## config.mk

```make
export PLATFORM = sky130hd
export DESIGN_NAME = aes_bus_sequencer_flat
export DESIGN_NICKNAME = d
export VERILOG_FILES = /design/src/rtl/aes_bus_sequencer_if.sv /design/src/rtl/aes_bus_sequencer.sv /design/src/flat_wrapper.sv
export SDC_FILE = /design/constraint.sdc
export NUM_CORES = 1
export LEC_CHECK = 0
export ABC_AREA = 1
export CAP_MARGIN = 40
export CORE_MARGIN = 10
export CORE_UTILIZATION = 35
export DETAILED_ROUTE_END_ITERATION = 10
export PLACE_DENSITY = 0.55
export SYNTH_ARGS = -nofsm -noshare
export SYNTH_HDL_FRONTEND = slang
export SYNTH_SLANG_ARGS = --single-unit
export TNS_END_PERCENT = 20
```

## constraint.sdc

```tcl
create_clock -name CLK -period 57 [get_ports CLK]
set_input_delay 11.4 -clock CLK [delete_from_list [all_inputs] [get_ports CLK]]
set_output_delay 11.4 -clock CLK [all_outputs]
set_load 0.01 [all_outputs]
```

## src/rtl/aes_bus_sequencer_if.sv

```systemverilog
// Host request/response handshake plus the byte-wide register bus to the AES core.
// master = sequencer side, slave = host/core side.
interface aes_bus_sequencer_if #(
  parameter int KEY_BYTES = 32,
  parameter int ADDR_W    = 7
);
  logic                   in_valid;
  logic                   in_ready;
  logic [127:0]           in_pt;
  logic [8*KEY_BYTES-1:0] in_key;
  logic                   in_key_reuse;
  logic                   out_valid;
  logic                   out_ready;
  logic [127:0]           out_ct;
  logic                   out_err;
  logic [ADDR_W-1:0]      ADDR;
  logic [7:0]             DIN;
  logic                   WR;
  logic                   START;
  logic                   OK;
  logic [7:0]             DOUT;

  modport master (
    input  in_valid, in_pt, in_key, in_key_reuse, out_ready, OK, DOUT,
    output in_ready, out_valid, out_ct, out_err, ADDR, DIN, WR, START
  );

  modport slave (
    output in_valid, in_pt, in_key, in_key_reuse, out_ready, OK, DOUT,
    input  in_ready, out_valid, out_ct, out_err, ADDR, DIN, WR, START
  );
endinterface

```

## src/rtl/aes_bus_sequencer.sv

```systemverilog
// Sequences one AES block through a byte-wide core register bus: write pt/key/cfg/cmd,
// pulse START, wait for OK (with timeout), read back ct. Optional key cache: AES_SEQ_KEY_CACHE_EN.
module aes_bus_sequencer #(
  parameter int         KEY_BYTES = 32,
  parameter int         ADDR_W    = 7,
  parameter logic [7:0] CFG_VAL   = 8'h01,
  parameter logic [7:0] CMD_VAL   = 8'h03,
  parameter int         TIMEOUT   = 1023
) (
  input  logic                 CLK,
  input  logic                 RST,
  aes_bus_sequencer_if.master  bus
);
  localparam int TO_W = $clog2(TIMEOUT + 1);

  typedef enum logic [3:0] {
    IDLE, WR_PT, WR_KEY, WR_CFG, WR_CMD, GO, WAIT_OK, RD_CT, RESP
  } state_t;

  state_t                 r_state, w_state_next;
  logic [5:0]             r_cnt;
  logic [TO_W-1:0]        r_to;
  logic [127:0]           r_pt;
  logic [8*KEY_BYTES-1:0] r_key;
  logic [127:0]           r_ct;
  logic                   r_err;
  logic [ADDR_W-1:0]      r_addr, w_addr;
  logic [7:0]             r_din, w_din;
  logic                   w_wr, w_start, w_skip_key;
  logic                   w_last_key, w_timeout;

  assign w_last_key = (r_state == WR_KEY) && (r_cnt == 6'(KEY_BYTES - 1));
  assign w_timeout  = (r_state == WAIT_OK) && !bus.OK && (r_to == TO_W'(TIMEOUT));

`ifdef AES_SEQ_KEY_CACHE_EN
  logic r_reuse, r_key_valid;

  always_ff @(posedge CLK or posedge RST) begin
    if (RST) begin
      r_reuse     <= 1'b0;
      r_key_valid <= 1'b0;
    end else begin
      if (r_state == IDLE && bus.in_valid) r_reuse <= bus.in_key_reuse;
      if (w_timeout)       r_key_valid <= 1'b0;
      else if (w_last_key) r_key_valid <= 1'b1;
    end
  end

  assign w_skip_key = r_reuse & r_key_valid;
`else
  logic w_unused_reuse;
  assign w_unused_reuse = bus.in_key_reuse;
  assign w_skip_key     = 1'b0;
`endif

  // Bus address/data default to the held register so they keep their last value.
  always_comb begin
    w_state_next = r_state;
    w_addr       = r_addr;
    w_din        = r_din;
    w_wr         = 1'b0;
    w_start      = 1'b0;
    case (r_state)
      IDLE:    if (bus.in_valid) w_state_next = WR_PT;
      WR_PT: begin
        w_addr = ADDR_W'(r_cnt);
        w_din  = r_pt[7:0];
        w_wr   = 1'b1;
        if (r_cnt == 6'd15) w_state_next = w_skip_key ? WR_CFG : WR_KEY;
      end
      WR_KEY: begin
        w_addr = ADDR_W'(r_cnt) + ADDR_W'(32);
        w_din  = r_key[7:0];
        w_wr   = 1'b1;
        if (w_last_key) w_state_next = WR_CFG;
      end
      WR_CFG: begin
        w_addr       = ADDR_W'(64);
        w_din        = CFG_VAL;
        w_wr         = 1'b1;
        w_state_next = WR_CMD;
      end
      WR_CMD: begin
        w_addr       = ADDR_W'(65);
        w_din        = CMD_VAL;
        w_wr         = 1'b1;
        w_state_next = GO;
      end
      GO: begin
        w_start      = 1'b1;
        w_state_next = WAIT_OK;
      end
      WAIT_OK: begin
        if (bus.OK)         w_state_next = RD_CT;
        else if (w_timeout) w_state_next = RESP;
      end
      RD_CT: begin
        if (r_cnt < 6'd16) w_addr = ADDR_W'(r_cnt) + ADDR_W'(16);
        if (r_cnt == 6'd16) w_state_next = RESP;
      end
      RESP:    if (bus.out_ready) w_state_next = IDLE;
      default: w_state_next = IDLE;
    endcase
  end

  always_ff @(posedge CLK or posedge RST) begin
    if (RST) begin
      r_state <= IDLE;
      r_cnt   <= '0;
      r_to    <= '0;
      r_pt    <= '0;
      r_key   <= '0;
      r_ct    <= '0;
      r_err   <= 1'b0;
      r_addr  <= '0;
      r_din   <= '0;
    end else begin
      r_state <= w_state_next;
      r_addr  <= w_addr;
      r_din   <= w_din;
      r_cnt   <= (w_state_next != r_state) ? 6'd0 : r_cnt + 6'd1;
      if (r_state != WAIT_OK)            r_to <= '0;
      else if (r_to != TO_W'(TIMEOUT))   r_to <= r_to + TO_W'(1);
      // pt/key are shifted out LSB-first; ct is shifted in so byte 0 lands lowest.
      case (r_state)
        IDLE: if (bus.in_valid) begin
          r_pt  <= bus.in_pt;
          r_key <= bus.in_key;
        end
        WR_PT:   r_pt  <= r_pt >> 8;
        WR_KEY:  r_key <= r_key >> 8;
        WAIT_OK: if (w_timeout) begin
          r_ct  <= '0;
          r_err <= 1'b1;
        end
        RD_CT: if (r_cnt != 6'd0) begin
          r_ct  <= {bus.DOUT, r_ct[127:8]};
          r_err <= 1'b0;
        end
        default: ;
      endcase
    end
  end

  assign bus.in_ready  = (r_state == IDLE);
  assign bus.out_valid = (r_state == RESP);
  assign bus.out_ct    = r_ct;
  assign bus.out_err   = r_err;
  assign bus.ADDR      = w_addr;
  assign bus.DIN       = w_din;
  assign bus.WR        = w_wr;
  assign bus.START     = w_start;
endmodule

```

## src/flat_wrapper.sv

```systemverilog
// flat-port wrapper written by rule: the top's interface ports become plain ports
module aes_bus_sequencer_flat 
#(
  parameter int         KEY_BYTES = 32,
  parameter int         ADDR_W    = 7,
  parameter logic [7:0] CFG_VAL   = 8'h01,
  parameter logic [7:0] CMD_VAL   = 8'h03,
  parameter int         TIMEOUT   = 1023
)
  (CLK, RST, bus_in_valid, bus_in_pt, bus_in_key, bus_in_key_reuse, bus_out_ready, bus_OK, bus_DOUT, bus_in_ready, bus_out_valid, bus_out_ct, bus_out_err, bus_ADDR, bus_DIN, bus_WR, bus_START);
  aes_bus_sequencer_if #(.KEY_BYTES(KEY_BYTES), .ADDR_W(ADDR_W)) bus_i ();
  input  logic CLK;
  input  logic RST;
  input wire logic [$bits(bus_i.in_valid)-1:0] bus_in_valid;
  input wire logic [$bits(bus_i.in_pt)-1:0] bus_in_pt;
  input wire logic [$bits(bus_i.in_key)-1:0] bus_in_key;
  input wire logic [$bits(bus_i.in_key_reuse)-1:0] bus_in_key_reuse;
  input wire logic [$bits(bus_i.out_ready)-1:0] bus_out_ready;
  input wire logic [$bits(bus_i.OK)-1:0] bus_OK;
  input wire logic [$bits(bus_i.DOUT)-1:0] bus_DOUT;
  output wire logic [$bits(bus_i.in_ready)-1:0] bus_in_ready;
  output wire logic [$bits(bus_i.out_valid)-1:0] bus_out_valid;
  output wire logic [$bits(bus_i.out_ct)-1:0] bus_out_ct;
  output wire logic [$bits(bus_i.out_err)-1:0] bus_out_err;
  output wire logic [$bits(bus_i.ADDR)-1:0] bus_ADDR;
  output wire logic [$bits(bus_i.DIN)-1:0] bus_DIN;
  output wire logic [$bits(bus_i.WR)-1:0] bus_WR;
  output wire logic [$bits(bus_i.START)-1:0] bus_START;
  assign bus_i.in_valid = bus_in_valid;
  assign bus_i.in_pt = bus_in_pt;
  assign bus_i.in_key = bus_in_key;
  assign bus_i.in_key_reuse = bus_in_key_reuse;
  assign bus_i.out_ready = bus_out_ready;
  assign bus_i.OK = bus_OK;
  assign bus_i.DOUT = bus_DOUT;
  assign bus_in_ready = bus_i.in_ready;
  assign bus_out_valid = bus_i.out_valid;
  assign bus_out_ct = bus_i.out_ct;
  assign bus_out_err = bus_i.out_err;
  assign bus_ADDR = bus_i.ADDR;
  assign bus_DIN = bus_i.DIN;
  assign bus_WR = bus_i.WR;
  assign bus_START = bus_i.START;
  aes_bus_sequencer #(.KEY_BYTES(KEY_BYTES), .ADDR_W(ADDR_W), .CFG_VAL(CFG_VAL), .CMD_VAL(CMD_VAL), .TIMEOUT(TIMEOUT)) u_core (.CLK(CLK), .RST(RST), .bus(bus_i));
endmodule
```

==> flow_summary.json, run 1 <==
{
  "die_area_um2": 79960,
  "cts_sinks": 548,
  "clockRootBuffer": "clkbuf_16",
  "final_common_cell": "nand2_1",
  "synth_top_area_cell": "dfrtp_1",
  "final_max_slew_viol_count": 0,
  "critPathLaunchType": "flop",
  "hold_end": "u_core.bus.out_err",
  "r2r_end": "u_core.bus.out_ct[48]",
  "rsz0062_at_grt": "no",
  "final.setup_skew_ps": 20.60,
  "clk_pin_slew_ps": 60,
  "seq_area_frac_synth_pct": 56.74,
  "firstDrtPassIters": 5,
  "port_buffers": 544,
  "rows": 96,
  "holdPathStages": 2,
  "worstPathRequired_ps": 45600,
  "grtUsageTotal_pct": 19.84,
  "cts_buffer_depth": 3,
  "grt_max_degree": 252,
  "final_util_pct": 47.34,
  "core_area_um2": 68470,
  "syn2layout_area_growth_pct": 34.13,
  "end_kind": "output pin",
  "synth_top_cell_area_share_pct": 56.74,
  "ioPinCount": 546,
  "syn_avg_cell_area_um2": 8.459,
  "synth.distinct_cells": 36,
  "syn_nets": 3262,
  "ff2ff_setup_slack_ps": 53580,
  "gp_congestion": 0.8261,
  "critPathArrivalTime_ps": 4030,
  "die_h_um": 282.8,
  "vias": 21110,
  "critPathKind": "reg2out",
  "r2r-start": "u_core.r_to[0]",
  "syn_area_um2": 24170,
  "die_w_um": 282.8,
  "antenna_found_initial": 21,
  "cts_tree": "built",
  "finalSetupViolations": 0,
  "grt_pass1_vias": 21260,
  "hold_start": "u_core.bus.out_err",
  "numCtsBuffers": 66,
  "totalWireLength_mm": 81.62,
  "power_density_nw_per_um2": 48.19,
  "place_ws_ps": 42050,
  "drt-initial-drc-count": 1752,
  "fin_cells": 4248,
  "start_util_pct": 35.30,
  "ir_drop_v": 0.00003444,
  "nets": 3709,
  "synth-seq-cells": 548,
  "grt_pass1_wl_mm": 125.2,
  "dp_hpwl_mm": 57.23,
  "hold_violations": 0,
  "post_cts_resized": 0,
  "final_area_um2": 32410,
  "hold_ws_ps": 471.8,
  "worst_slack_ps": 41570,
  "drv_cap": 0,
  "drcViolationCount": 0,
  "synthCells": 2857,
  "holdCritPathClass": "reg2reg",
  "reg2reg_depth": 13,
  "outcome": "completed",
  "overflow": 0,
  "drive_gt1_share_pct": 4.596,
  "wire_per_inst_um": 19.21,
  "slew_headroom_pct": 19.36,
  "leakage_nw": 13.87,
  "placedInstanceArea_um2": 30250,
  "via_per_inst": 4.969,
  "netlist_top_cells_area": "dfrtp_1, nor3_1, nand2_1, nor2_1, o211ai_1",
  "drtAntennaViolNets": 0,
  "tightest_slew_ps": 1210,
  "max_freq_ghz": 0.06481,
  "placed_cells": 4118,
  "hold_buffers": 0,
  "period_share_pct": 27.07,
  "tns_ps": 0,
  "clk_latency_ps": 590,
  "timing.final.crit_period_ps": 15430,
  "yosys_warnings": 0,
  "final_cell_mix": "nand2_1, dfrtp_1, clkdlybuf4s50_1",
  "cts_setup_buffers": 0,
  "p_total_mw": 1.562,
  "cp_max_fo": 251,
  "h-tree-depth": 3
}
## worst max-delay path by stage
stage | from | end | slack (ps)
global placement | RST | u_core.bus.out_ct[34] | 41720
floorplan | RST | u_core.bus.out_ct[0] | 30280
detailed placement | u_core.r_state[0] | bus_DIN[4] | 42050
CTS | u_core.r_state[0] | bus_DIN[4] | 41390
global route | u_core.r_state[0] | bus_DIN[4] | 41160
finish | u_core.r_state[0] | bus_DIN[4] | 41570
## worst max-delay path, stage by stage, from the launching register on
cell             delay (ps)
dfrtp_1                 550
inv_2                   140
nand2_1                 140
nor2_4                  490
buf_12                  770
nand2_1                 310
o211ai_1                230
clkdlybuf4s50_1         680
## power by group
part | switching, mW | internal [mW]
Clock | 0.164 | 0.252
Combinational | 0.355 | 0.200
Sequential | 0.0653 | 0.526
Total | 0.584 | 0.978
## cells by family (layout without fill, tap and decap cells)
kind of cell	count (synthesis)	after routing	share of synthesized area [%]
simple gates	1670	1670	28.93
fa+ha+maj	7	7	0.3624
xor+xnor	6	6	0.2174
compound gates	278	278	7.202
other cells	0	15	0
buf+inv	348	842	6.544
flops	548	548	56.74
## metal layers
layer  GRT usage [%]  part of all wire, %  vias to the layer above
met5               0                 0.14                        -
met4           5.456                  2.2                       18
met3           5.179                  6.7                      124
met2           32.44                   49                      541
met1           25.66                   42                    10210
li1                -                    -                    10210
## cells in the mapped netlist
cell type,count
nor2_1,539
a31oi_1,16
a221oi_1,2
a21oi_1,5
inv_4,2
ha_1,7
nand4_2,1
nor2_4,1
inv_1,149
nand2_4,1
o2111ai_1,1
a211oi_1,8
nand3_2,2
nand2_2,4
xor2_1,4
buf_6,5
a31o_2,1
xnor2_1,2
nor3_1,492
o221ai_1,1
inv_2,2
nand4_1,4
nor2_2,5
buf_4,28
a211oi_2,2
buf_2,102
o21ai_0,131
nand3_1,15
buf_1,12
nand2_1,604
o21ai_1,1
nor2_8,1
nor3b_1,1
dfrtp_1,548
o211ai_1,110
clkbuf_1,48
## cell type report
cell class,instances,area (um^2)
Antenna cell,15,37.54
Clock buffer,101,1974
Clock inverter,14,156.4
Fill cell,6605,36050
Inverter,153,591.8
Multi-Input combinational cell,1961,8917
Sequential cell,548,13710
Tap cell,882,1104
Timing Repair Buffer,574,5921
## state kept, by name (all words and copies together), names as in the netlist
register            count
u_core.bus.out_err      1
u_core.r_pt           128
u_core.bus.out_ct     128
u_core.r_cnt            6
u_core.r_key          256
u_core.r_to            10
u_core.r_din            8
u_core.r_addr           7
u_core.r_state          4
Note: power is estimated with default switching activity, not from simulation.
==> run 2: changes to the inputs <==
==> constraint.sdc (replaced) <==
create_clock -name CLK -period 15.9 [get_ports CLK]
set_input_delay 3.18 -clock CLK [delete_from_list [all_inputs] [get_ports CLK]]
set_output_delay 3.18 -clock CLK [all_outputs]
set_load 0.01 [all_outputs]
==> flow_summary.json, run 2 (synthesis results as in run 1) <==
{
  "outcome": "completed",
  "largest_register_ffs": 256,
  "final_area_um2": 32420,
  "met1_usage_pct": 25.36,
  "cp_max_fo": 57,
  "final_cell_mix": "nand2_1, dfrtp_1, clkdlybuf4s50_1",
  "r2r_end": "u_core.r_pt[40]",
  "crit_path_max_incr_delay_ps": 690,
  "grt_pass1_wl_mm": 125.7,
  "drt-initial-drc-count": 1694,
  "period_share_pct": 43.46,
  "clockRootBuffer": "clkbuf_16",
  "h-tree-depth": 3,
  "holdCritPathClass": "reg2reg",
  "worst_slack_ps": 8990,
  "critPathArrivalTime_ps": 3730,
  "power_density_nw_per_um2": 173.7,
  "hold_start": "u_core.bus.out_err",
  "nets": 3710,
  "path_cells": "nor2_1 > nand2_4 > nand2_1 > nor2_2 > nand2_1 > o211ai_1 > clkdlybuf4s50_1",
  "reg2reg_depth": 9,
  "rows": 96,
  "final_util_pct": 47.35,
  "slowest_stage": "clkdlybuf4s50_1",
  "final.setup_skew_ps": 24.63,
  "place_ws_ps": 8970,
  "placedInstanceArea_um2": 30230,
  "grt_max_degree": 230,
  "via_per_inst": 4.975,
  "slew_headroom_pct": 29.10,
  "die_w_um": 282.8,
  "start_util_pct": 35.30,
  "critPathLaunchType": "flop",
  "drtAntennaViolNets": 0,
  "leakage_nw": 13.88,
  "die_h_um": 282.8,
  "max_freq_ghz": 0.1447,
  "post_cts_resized": 0,
  "tightest_slew_ps": 1063,
  "cts_sinks": 548,
  "hold_buffers": 0,
  "clk_latency_ps": 590,
  "timing.final.crit_period_ps": 6910,
  "cpMostUsedCell": "nand2_1",
  "antenna_found_initial": 24,
  "hold_violations": 0,
  "ir_drop_v": 0.00009405,
  "end_kind": "output pin",
  "gr-usage-met2_pct": 32.20,
  "overflow": 0,
  "wire_per_inst_um": 19.26,
  "hold_ws_ps": 468.8,
  "gp_congestion": 0.8399,
  "grtUsageTotal_pct": 19.99,
  "final_max_slew_viol_count": 0,
  "ff2ff_setup_slack_ps": 11800,
  "r2r-start": "u_core.r_state[3]",
  "worstPathRequired_ps": 12720,
  "syn2layout_area_growth_pct": 34.14,
  "cts_buffer_depth": 3,
  "p_total_mw": 5.632,
  "clk_pin_slew_ps": 60,
  "fin_cells": 4247,
  "largest_register": "u_core.r_key",
  "critPathKind": "reg2out",
  "die_area_um2": 79960,
  "num-fill-cells": 6581,
  "firstDrtPassIters": 5,
  "tns_ps": 0,
  "placed_cells": 4119,
  "core_area_um2": 68470,
  "grt_pass1_vias": 21590,
  "cts_tree": "built",
  "drive_gt1_share_pct": 4.719,
  "rsz0062_at_grt": "no",
  "finalSetupViolations": 0,
  "numCtsBuffers": 66,
  "busiest_layer": "met2",
  "ioPinCount": 546,
  "cts_setup_buffers": 0,
  "port_buffers": 544,
  "drcViolationCount": 0,
  "totalWireLength_mm": 81.81,
  "drv_cap": 0,
  "final_common_cell": "nand2_1",
  "dp_hpwl_mm": 57.28,
  "hold_end": "u_core.bus.out_err",
  "holdPathStages": 2,
  "vias": 21130,
  "met3_usage_pct": 5.656
}
[run 2: how the worst max path moves through the flow]
stage | from | to | depth (start not counted)
after floorplan | RST | u_core.bus.out_ct[0] | 1
after global placement | bus_in_valid | u_core.r_key[243] | 9
after detailed placement | bus_in_valid | u_core.r_pt[40] | 9
after CTS | u_core.r_state[0] | bus_DIN[4] | 7
after global routing | u_core.r_state[0] | bus_DIN[6] | 7
final | u_core.r_state[0] | bus_DIN[4] | 7
[run 2: layer usage]
| layer | part of all wire, % | vias up | routed length (um) |
|---|---|---|---|
| li1 | - | 10230 | - |
| met1 | 42 | 10180 | 34190 |
| met2 | 48 | 555 | 39210 |
| met3 | 7.3 | 136 | 5973 |
| met4 | 2.8 | 26 | 2273 |
| met5 | 0.20 | - | 161 |
[run 2: cell type report]
class	count	area [um^2]	area share, %
well taps	882	1104	3.404
multi-input cells	1961	8917	27.51
repair buffers	575	5903	18.21
flip-flops and latches	548	13710	42.30
clock buffers	91	1907	5.882
diodes	17	42.54	0.1312
inverters	153	588.1	1.814
clock inverters	20	242.7	0.7488
[run 2: critical path: cells and delay by family (launching register included)]
family	cells	cell delay, ps
compound gates	1	140
simple gates	5	1700
buf+inv	1	690
flops	1	620
[run 2: power breakdown]
group | internal (mW) | switching (mW)
clock | 0.917 | 0.605
sequential | 1.89 | 0.233
combinational | 0.718 | 1.27
==> run 3: changes to the inputs <==
--- a/config.mk
+++ b/config.mk
@@ -10,7 +10,7 @@
 export CORE_MARGIN = 10
 export CORE_UTILIZATION = 35
 export DETAILED_ROUTE_END_ITERATION = 10
-export PLACE_DENSITY = 0.55
+export PLACE_DENSITY = 0.57
 export SYNTH_ARGS = -nofsm -noshare
 export SYNTH_HDL_FRONTEND = slang
 export SYNTH_SLANG_ARGS = --single-unit
==> constraint.sdc (replaced) <==
create_clock -name CLK -period 6 [get_ports CLK]
set_input_delay 1.2 -clock CLK [delete_from_list [all_inputs] [get_ports CLK]]
set_output_delay 1.2 -clock CLK [all_outputs]
set_load 0.01 [all_outputs]
==> flow_summary.json, run 3 (synthesis results as in run 1) <==
{
  "grtUsageTotal_pct": 19.62,
  "firstDrtPassIters": 5,
  "internal_power_mw": 9.167,
  "ir_drop_v": 0.0002785,
  "die_area_um2": 79960,
  "outcome": "completed",
  "p_clk_share_pct": 26.5,
  "drtAntennaViolNets": 0,
  "cts_sinks": 548,
  "power_frac_comb_pct": 35.4,
  "ioPinCount": 546,
  "drv_cap": 0,
  "numCtsBuffers": 61,
  "period_share_pct": 78.37,
  "drt-initial-drc-count": 1876,
  "leakage_nw": 13.80,
  "cp-startpoint": "u_core.r_state[3]",
  "h-tree-depth": 2,
  "die_h_um": 282.8,
  "post_cts_resized": 0,
  "drcViolationCount": 0,
  "switching_share_pct": 37.80,
  "hold_ws_ps": 473.9,
  "power_frac_seq_pct": 38.1,
  "final_area_um2": 32260,
  "via_per_inst": 4.983,
  "placedInstanceArea_um2": 30120,
  "gp_congestion": 0.8409,
  "critPathArrivalTime_ps": 3500,
  "r2r-start": "u_core.r_state[3]",
  "largest_register_ffs": 256,
  "max_freq_ghz": 0.2127,
  "worstPathRequired_ps": 4800,
  "hold_start": "u_core.r_addr[2]",
  "grt_pass1_wl_mm": 123.8,
  "final_common_cell": "nand2_1",
  "hold_violations": 0,
  "tightest_slew_ps": 1115,
  "final_max_slew_viol_count": 0,
  "syn2layout_area_growth_pct": 33.51,
  "core_area_um2": 68470,
  "worst_slack_ps": 1298,
  "hold_buffers": 0,
  "critPathLaunchType": "flop",
  "critPathKind": "reg2out",
  "grt_pass1_vias": 21310,
  "slew_headroom_pct": 25.64,
  "holdCritPathClass": "reg2reg",
  "cts_tree": "built",
  "cts_buffer_depth": 3,
  "final.setup_skew_ps": 30.39,
  "timing.final.crit_period_ps": 4702,
  "fin_cells": 4239,
  "tns_ps": 0,
  "wire_per_inst_um": 19.19,
  "start_util_pct": 35.30,
  "power.switching_mw": 5.570,
  "clk_latency_ps": 630,
  "clockRootBuffer": "clkbuf_16",
  "final_cell_mix": "nand2_1, dfrtp_1, clkdlybuf4s50_1",
  "vias": 21120,
  "finalSetupViolations": 0,
  "rows": 96,
  "totalWireLength_mm": 81.35,
  "rsz0062_at_grt": "no",
  "cts_setup_buffers": 0,
  "place_ws_ps": 1730,
  "dp_hpwl_mm": 56.13,
  "nets": 3699,
  "end_kind": "output pin",
  "p_total_mw": 14.74,
  "port_buffers": 544,
  "placed_cells": 4113,
  "grt_max_degree": 241,
  "largest_register": "u_core.r_key",
  "clk_pin_slew_ps": 60,
  "final_util_pct": 47.13,
  "antenna_found_initial": 17,
  "cp_max_fo": 9,
  "power_density_nw_per_um2": 456.8,
  "overflow": 0,
  "drive_gt1_share_pct": 4.632,
  "die_w_um": 282.8
}
==> run 3: power groups by stage <==
stage | registers, mW | logic [mW] | clock network, mW
global placement | 5.62 | 5.13 | 0
finish | 5.61 | 5.22 | 3.90
CTS | 5.61 | 5.32 | 4.00
global route | 5.75 | 5.93 | 4.15
floorplan | 5.53 | 3.74 | 0
detailed placement | 5.66 | 5.29 | 0
==> run 3: layout make-up <==
cell class	instances	area [um^2]
diodes	11	27.53
clock buffers	90	1827
clock inverters	25	290.3
fillers	6573	36200
inverters	153	588.1
multi-input cells	1961	8917
flip-flops and latches	548	13710
well taps	882	1104
repair buffers	569	5798
==> run 3: worst paths after layout <==
check                                    end  slack [ps]  depth (start not counted)
setup / recovery                  bus_DIN[1]        1300                          9
hold / removal              u_core.r_addr[2]         470                          2
setup reg to reg            u_core.r_key[57]        2670                          8
hold reg to reg             u_core.r_addr[2]         470                          2
max in group asynchronous  u_core.r_key[221]        3640                          4
min in group asynchronous    u_core.r_pt[23]        1070                          2
==> run 3: worst max-delay path, stage by stage (launching register included) <==
cell and delay [ps]:
dfrtp_1 420, inv_1 110, nand2_1 210, nor2_1 100, nor2_1 420, inv_1 160, nor2_2 500, nand2_1 130
nand2_1 120, clkdlybuf4s50_1 700
==> run 3: routing by layer <==
metal	share of wire, %	vias up	track usage [%]
met5	0.12	-	0
li1	-	10200	-
met3	6.7	111	4.842
met1	42	10300	24.96
met2	49	498	32.59
met4	2.2	14	5.824
